### src/rtl/rf_scoreboard.sv
// rf_scoreboard: register file with RAW busy scoreboard; define RF_BYPASS_EN for write-first read bypass
module rf_scoreboard #(
    parameter int DW = 32,
    parameter int AW = 5,
    parameter int SP_IDX = 2,
    parameter logic [DW-1:0] SP_INIT = 'h2ffc
) (
    input  logic          clk,
    input  logic          rst,
    input  logic [AW-1:0] ra0,
    input  logic [AW-1:0] ra1,
    input  logic [AW-1:0] ra2,
    output logic [DW-1:0] rd0,
    output logic [DW-1:0] rd1,
    output logic [DW-1:0] rd2,
    input  logic          we,
    input  logic [AW-1:0] wa,
    input  logic [DW-1:0] wd,
    input  logic          issue_en,
    input  logic [AW-1:0] issue_rd,
    output logic          busy1,
    output logic          busy2,
    output logic          hazard,
    output logic [AW:0]   busy_cnt
);
    localparam int N = 2**AW;
    logic [DW-1:0] rf [N];
    logic [N-1:0] busy, busy_nxt;
    logic wr, iss, set_new, clr_old;
    logic byp0, byp1, byp2;
    assign wr  = we && wa != '0;
    assign iss = issue_en && issue_rd != '0;
    // a same-index issue supersedes the completing producer, so no decrement
    assign set_new = iss && !busy[issue_rd];
    assign clr_old = wr && busy[wa] && !(iss && issue_rd == wa);
    always_comb begin
        busy_nxt = busy;
        if (wr) busy_nxt[wa] = 1'b0;
        if (iss) busy_nxt[issue_rd] = 1'b1;
        busy_nxt[0] = 1'b0;
    end
    always_ff @(posedge clk) begin
        if (rst) begin
            for (int i = 0; i < N; i++) rf[i] <= i == SP_IDX ? SP_INIT : '0;
            busy     <= '0;
            busy_cnt <= '0;
        end else begin
            if (wr) rf[wa] <= wd;
            busy     <= busy_nxt;
            busy_cnt <= busy_cnt + (AW+1)'(set_new) - (AW+1)'(clr_old);
        end
    end
`ifdef RF_BYPASS_EN
    assign byp0 = wr && ra0 == wa;
    assign byp1 = wr && ra1 == wa;
    assign byp2 = wr && ra2 == wa;
`else
    assign {byp0, byp1, byp2} = 3'b000;
`endif
    assign rd0    = ra0 == '0 ? '0 : byp0 ? wd : rf[ra0];
    assign rd1    = ra1 == '0 ? '0 : byp1 ? wd : rf[ra1];
    assign rd2    = ra2 == '0 ? '0 : byp2 ? wd : rf[ra2];
    assign busy1  = busy[ra1] && !byp1;
    assign busy2  = busy[ra2] && !byp2;
    assign hazard = busy1 || busy2;
endmodule

### config.mk
export PLATFORM = sky130hd
export DESIGN_NAME = rf_scoreboard
export DESIGN_NICKNAME = d
export VERILOG_FILES = /design/src/rtl/rf_scoreboard.sv
export SDC_FILE = /design/constraint.sdc
export NUM_CORES = 2
export LEC_CHECK = 0
export CAP_MARGIN = 20
export CORE_MARGIN = 2
export CORE_UTILIZATION = 47
export DETAILED_ROUTE_END_ITERATION = 8
export GPL_TIMING_DRIVEN = 0
export SYNTH_ARGS = -nofsm -noshare
export SYNTH_HDL_FRONTEND = slang
export SYNTH_SLANG_ARGS = --single-unit
### constraint.sdc
create_clock -name clk -period 14.1 [get_ports clk]
set_input_delay 2.82 -clock clk [delete_from_list [all_inputs] [get_ports clk]]
set_output_delay 2.82 -clock clk [all_outputs]
set_load 0.02 [all_outputs]
After elaboration in Yosys (flattened, before gate mapping)

Memory sizes are Yosys's and may differ from the RTL's.
Cells that the tools add are included.

Add/sub/neg operators: 2
$lt $le $gt $ge: 6
Eq/ne operators: 1
Muxes and demuxes: 25
Bitwise operators: 3
Reductions and logical operators: 17

Operator list:

| kind                                                                                 | count |
|---|---|
| 32-bit 2-to-1 mux                                                                    | 6 |
| 32-bit AND                                                                           | 1 |
| 32-bit inverter                                                                      | 1 |
| 32-bit OR                                                                            | 1 |
| 32-bit OR reduction                                                                  | 1 |
| 5-bit by 6-bit less-than comparator with 1-bit output (second input constant)        | 4 |
| 1-bit binary-select mux with 5-bit select                                            | 4 |
| 5-bit zero test                                                                      | 3 |
| 1-bit 2-to-1 mux                                                                     | 12 |
| 1-bit demux with 5-bit select                                                        | 2 |
| 5-bit by 1-bit greater-or-equal comparator with 1-bit output (second input constant) | 2 |
| 5-bit nonzero test                                                                   | 2 |
| 1-bit logical AND                                                                    | 8 |
| 6-bit by 1-bit adder with 6-bit output                                               | 1 |
| 6-bit by 1-bit subtractor with 6-bit output                                          | 1 |
| 5-bit == test                                                                        | 1 |
| 5-bit 2-to-1 mux                                                                     | 1 |
| 1-bit zero test                                                                      | 2 |
| 1-bit logical OR                                                                     | 1 |

Register bits: 38
RAM bits: 1024
Input bits: 61
Output and inout bits: 105
Logic and storage cells: 58
Memories kept: 1

Memories:

| name | words | width | read ports | clocked after Yosys merged registers in | wr ports | line | text |
|---|---|---|---|---|---|---|---|
| rf   | 32    | 32    | 3          | 0                                       | 32       | 27   | `logic [DW-1:0] rf [N];` |

Depth between registers and ports, before layout

Depth in word-level cells: 9
Depth in mapped cells: 16
Depth with buffers taken out: 14

Worst setup path after synthesis

Ideal clock, no wire load.

Kind: in2out
Start point: in ra1[1]
End point: out hazard
Data arrival time: 4.569 ns
Data required time: 11.280 ns
Slack: 6.711 ns
Stages: 8
Buffers on the path: 3
Cell sequence: buf_4 buf_2 buf_4 mux4_2 a32oi_1 nand3_1 a211o_1 or2_1

Cells in the longest elaborated chain, start to end: 3

Ends and longest elaborated chain:

| item                                      | line | text |
|---|---|---|
| start, declared                           | 11   | `input logic [AW-1:0] ra1,` |
| 1-bit binary-select mux with 5-bit select | 63   | `assign busy1 = busy[ra1] && !byp1;` |
| 1-bit 2-to-1 mux (implied by the code)    | 63   |  |
| named net busy1                           | 21   | `output logic busy1,` |
| 1-bit logical OR                          | 65   | `assign hazard = busy1 \|\| busy2;` |
| end, declared                             | 23   | `output logic hazard,` |

The timed path passes the listed nets, and every way through them passes these cells. The select of a mux whose other input is x is not followed.

Worst setup path after layout

Start point: in ra2[1]
End point: out rd2[6]

Cells in the longest elaborated chain, start to end: 2
Elaborated cells between the ends (all ways): 3
Classes of those cells: mux (1); reduce/logical (1); memory (1)

Ends and longest elaborated chain:

| item                                                       | line | text |
|---|---|---|
| start, declared                                            | 12   | `input logic [AW-1:0] ra2,` |
| memory read 32 x 32 bit or 5-bit zero test (tied branches) | -    |  |
| 32-bit 2-to-1 mux *                                        | 62   | `assign rd2 = ra2 == '0 ? '0 : byp2 ? wd : rf[ra2];` |
| end, declared                                              | 15   | `output logic [DW-1:0] rd2,` |

Mark *: on every way between the ends. The rest lies on a longest branch, timed or not.

==> results.ini <==
[floorplanning]
initial_core_util_pct = 47.23
die-area_sq_um = 140800
pin_count = 166
num_rows = 136
die_x_microns = 375.2
core-area_sq_um = 137200
die_h_microns = 375.2

[min_path]
hp-class = reg2reg

[cells_and_area]
stdcell_count = 6499
syn_to_final_growth_pct = 14.84
final_nets = 4665
drive_above_1_share_pct = 27.72

[yosys]
yosys.area.top_type = edfxtp_1
synth_edf_count = 1024
ys_ff_latch = 1061
yosysSeqAreaShare_pct = 48.62
synth.yosys.warnings = 0
yosys.cell_types.count = 54
syn_area_sq_um = 64770
avgSynthCellArea_sq_um = 15.37
synth.top_cell.area_share_pct = 47.47
synth.most_common_cell = edfxtp_1
synthArstFlopShare_pct = 0
syn_inst = 4215
synth_area_leaders = edfxtp_1 47%, mux4_2 29%, and2_1 9.5%
synth_ff_type = edfxtp_1
netlist_top_cells_count = 1,024 x edfxtp_1, 984 x and2_1, 831 x mux4_2

[global_route]
grt_pass1_vias = 43010
grt-ovfl-total = 0
grt_pass1_wl_microns = 360900
grt_util_all_layers_pct = 37.94
antenna_found_initial = 19
grt_max_degree = 25

[clock_tree]
clkTransAtPathRegs_ns = 0.05
ctsLongestPathBuffers = 3
cts_resized = 0
post-cts-setup-buffers = 0
cts_htree_levels = 3
root_buffer = clkbuf_16
insertion_delay_ns = 0.77
numCtsBuffers = 120
hold_buffers = 0
cts.sinks = 1061
cts_tree = built

[critical_path]
r2r_slack_ns = 10.50
cp-end-kind = primary output
startpoint_type = input pin
slowest_stage = buf_1
path_common_cell = clkdlybuf4s50_1
cpPeakStageDelay_ns = 0.93
crit_required_ns = 11.28
cp.arrival_ns = 7.63
critPathKind = in2out
path_delay_family = buffers and inverters
path_buf_inv = 5
crit_path_cell_trace = clkdlybuf4s50_1, buf_4, buf_2, buf_1, mux4_2, mux2i_1, a221oi_1, clkdlybuf4s50_1
cp_max_fo = 14

[detailed_routing]
num_vias = 45610
drt_wl_total_microns = 268200
drt_first_pass_iters = 6
wl_per_cell_microns = 41.27
ant_nets = 0
via_per_inst = 7.017
drc = 0
dr.first_iter.drc_count = 7884

[sta]
fin_tns_setup_ns = 0
finalMaxSlewViolations = 0
rsz0062_at_grt = no
worst_pin_slew_ns = 1.319
hold_viol = 0
timing.hold.ws_ns = 0.5167
fmaxAchievable_mhz = 95.72
setup_viol = 0
max_slew_margin_pct = 12.07
period_share_pct = 74.10
fin_skew_ns = 0.01471
layout_min_cycle_time_ns = 10.45

[pwr]
pwr_density_cell_nw_per_um2 = 115.4
p_leak_nw = 25.35
ir_worst_vdd_v = 0.0001018

[outcome]
status = complete, no violations

[place]
io_buffers = 154
dp_cells = 6265
gp_congestion = 0.9999
hpwl_microns = 206200

[flow_run]
drv_cap = 0

==> through the flow <==
| step | instance area, sq um | util (%) | power (mW) | setup slack [ns] |
|---|---|---|---|---|
| after floorplan | 64890 | - | 4.692 | 6.711 |
| after CTS | 74300 | 54.17 | 8.503 | 3.896 |
| final | 74380 | 54.23 | 8.582 | 3.653 |
| after global routing | 74360 | 54.22 | 8.722 | 3.849 |
| after global placement | 68670 | 50.07 | 5.373 | 2.860 |
| after detailed placement | 70460 | 51.38 | 5.430 | 3.902 |
==> sequential cells by signal (all words and copies together) (netlist names) <==
name      cells
busy         31
busy_cnt      6
rf         1024
==> cells by family after synthesis <==
logic type	synth area share (%)
simple gates	11.35
flops	48.62
mux	32.08
buf+inv	3.473
compound gates	4.203
xor+xnor	0.1217
fa+ha+maj	0.1468
other cells	0.005790
==> area by class of cell <==
cell class	instances	area, sq um
Fill cell	11240	62770
Multi-Input combinational cell	2662	31540
Sequential cell	1061	31490
Clock buffer	142	3085
Timing Repair Buffer	229	2995
Tap cell	1794	2245
Buffer	485	2108
Clock inverter	77	750.7
Inverter	38	142.6
Antenna cell	11	27.53
==> worst paths after layout <==
kind	startpoint	end	depth (start not counted)
max	ra2[1]	rd2[6]	8
min	busy[14]	busy[14]	2
max reg2reg	busy[29]	busy_cnt[4]	14
min reg2reg	busy[14]	busy[14]	2
==> power by group <==
group	switching (mW)	total (mW)	internal, mW
Clock	1.40	3.15	1.75
Combinational	0.962	1.66	0.698
Sequential	0.134	3.77	3.64
Total	2.50	8.58	6.09
==> placed cells by master (no fill, tap or decap), types with 19 or more instances in the layout <==
master | synthesis | routed
edfxtp_1 | 1024 | 1024
buf_2 | 97 | 106
buf_8 | 0 | 19
o22ai_1 | 83 | 83
nand2_1 | 39 | 34
nor2b_1 | 38 | 38
buf_16 | 0 | 28
clkbuf_1 | 316 | 337
and2_1 | 984 | 984
buf_1 | 33 | 33
inv_1 | 38 | 38
a31oi_1 | 35 | 35
a21o_1 | 36 | 36
buf_4 | 34 | 34
mux2i_1 | 170 | 170
a211o_1 | 33 | 33
nor2_1 | 50 | 50
conb_1 | 1 | 32
o21ai_4 | 0 | 23
and3_1 | 32 | 32
a22oi_1 | 65 | 65
a2111oi_2 | 10 | 21
mux4_2 | 831 | 831
dfxtp_1 | 37 | 37
mux2_2 | 32 | 32
a221oi_1 | 29 | 29
clkdlybuf4s50_1 | 0 | 154
clkinv_1 | 0 | 26
clkbuf_16 | 0 | 120
==> per-layer routing <==
metal	up-vias	track usage [%]	part of all wire, %
li1	17630	-	-
met4	10	15.43	5.0
met3	553	15.60	15
met1	23850	51.55	37
met2	3565	54.15	43
met5	-	0	0.031
==> worst register-to-register path: stages, from the launching register on <==
cell and delay (ns):
dfxtp_1 0.39, mux4_2 0.27, nor2b_1 0.17, a211oi_1 0.07
and4_1 0.26, a311oi_1 0.82, ha_1 0.23, inv_1 0.04
ha_1 0.20, fa_1 0.43, a21oi_1 0.18, nor2_1 0.06
nor2_1 0.13, xor2_1 0.15, nor2_1 0.06
No activity file was read; power rests on OpenSTA's default activity.
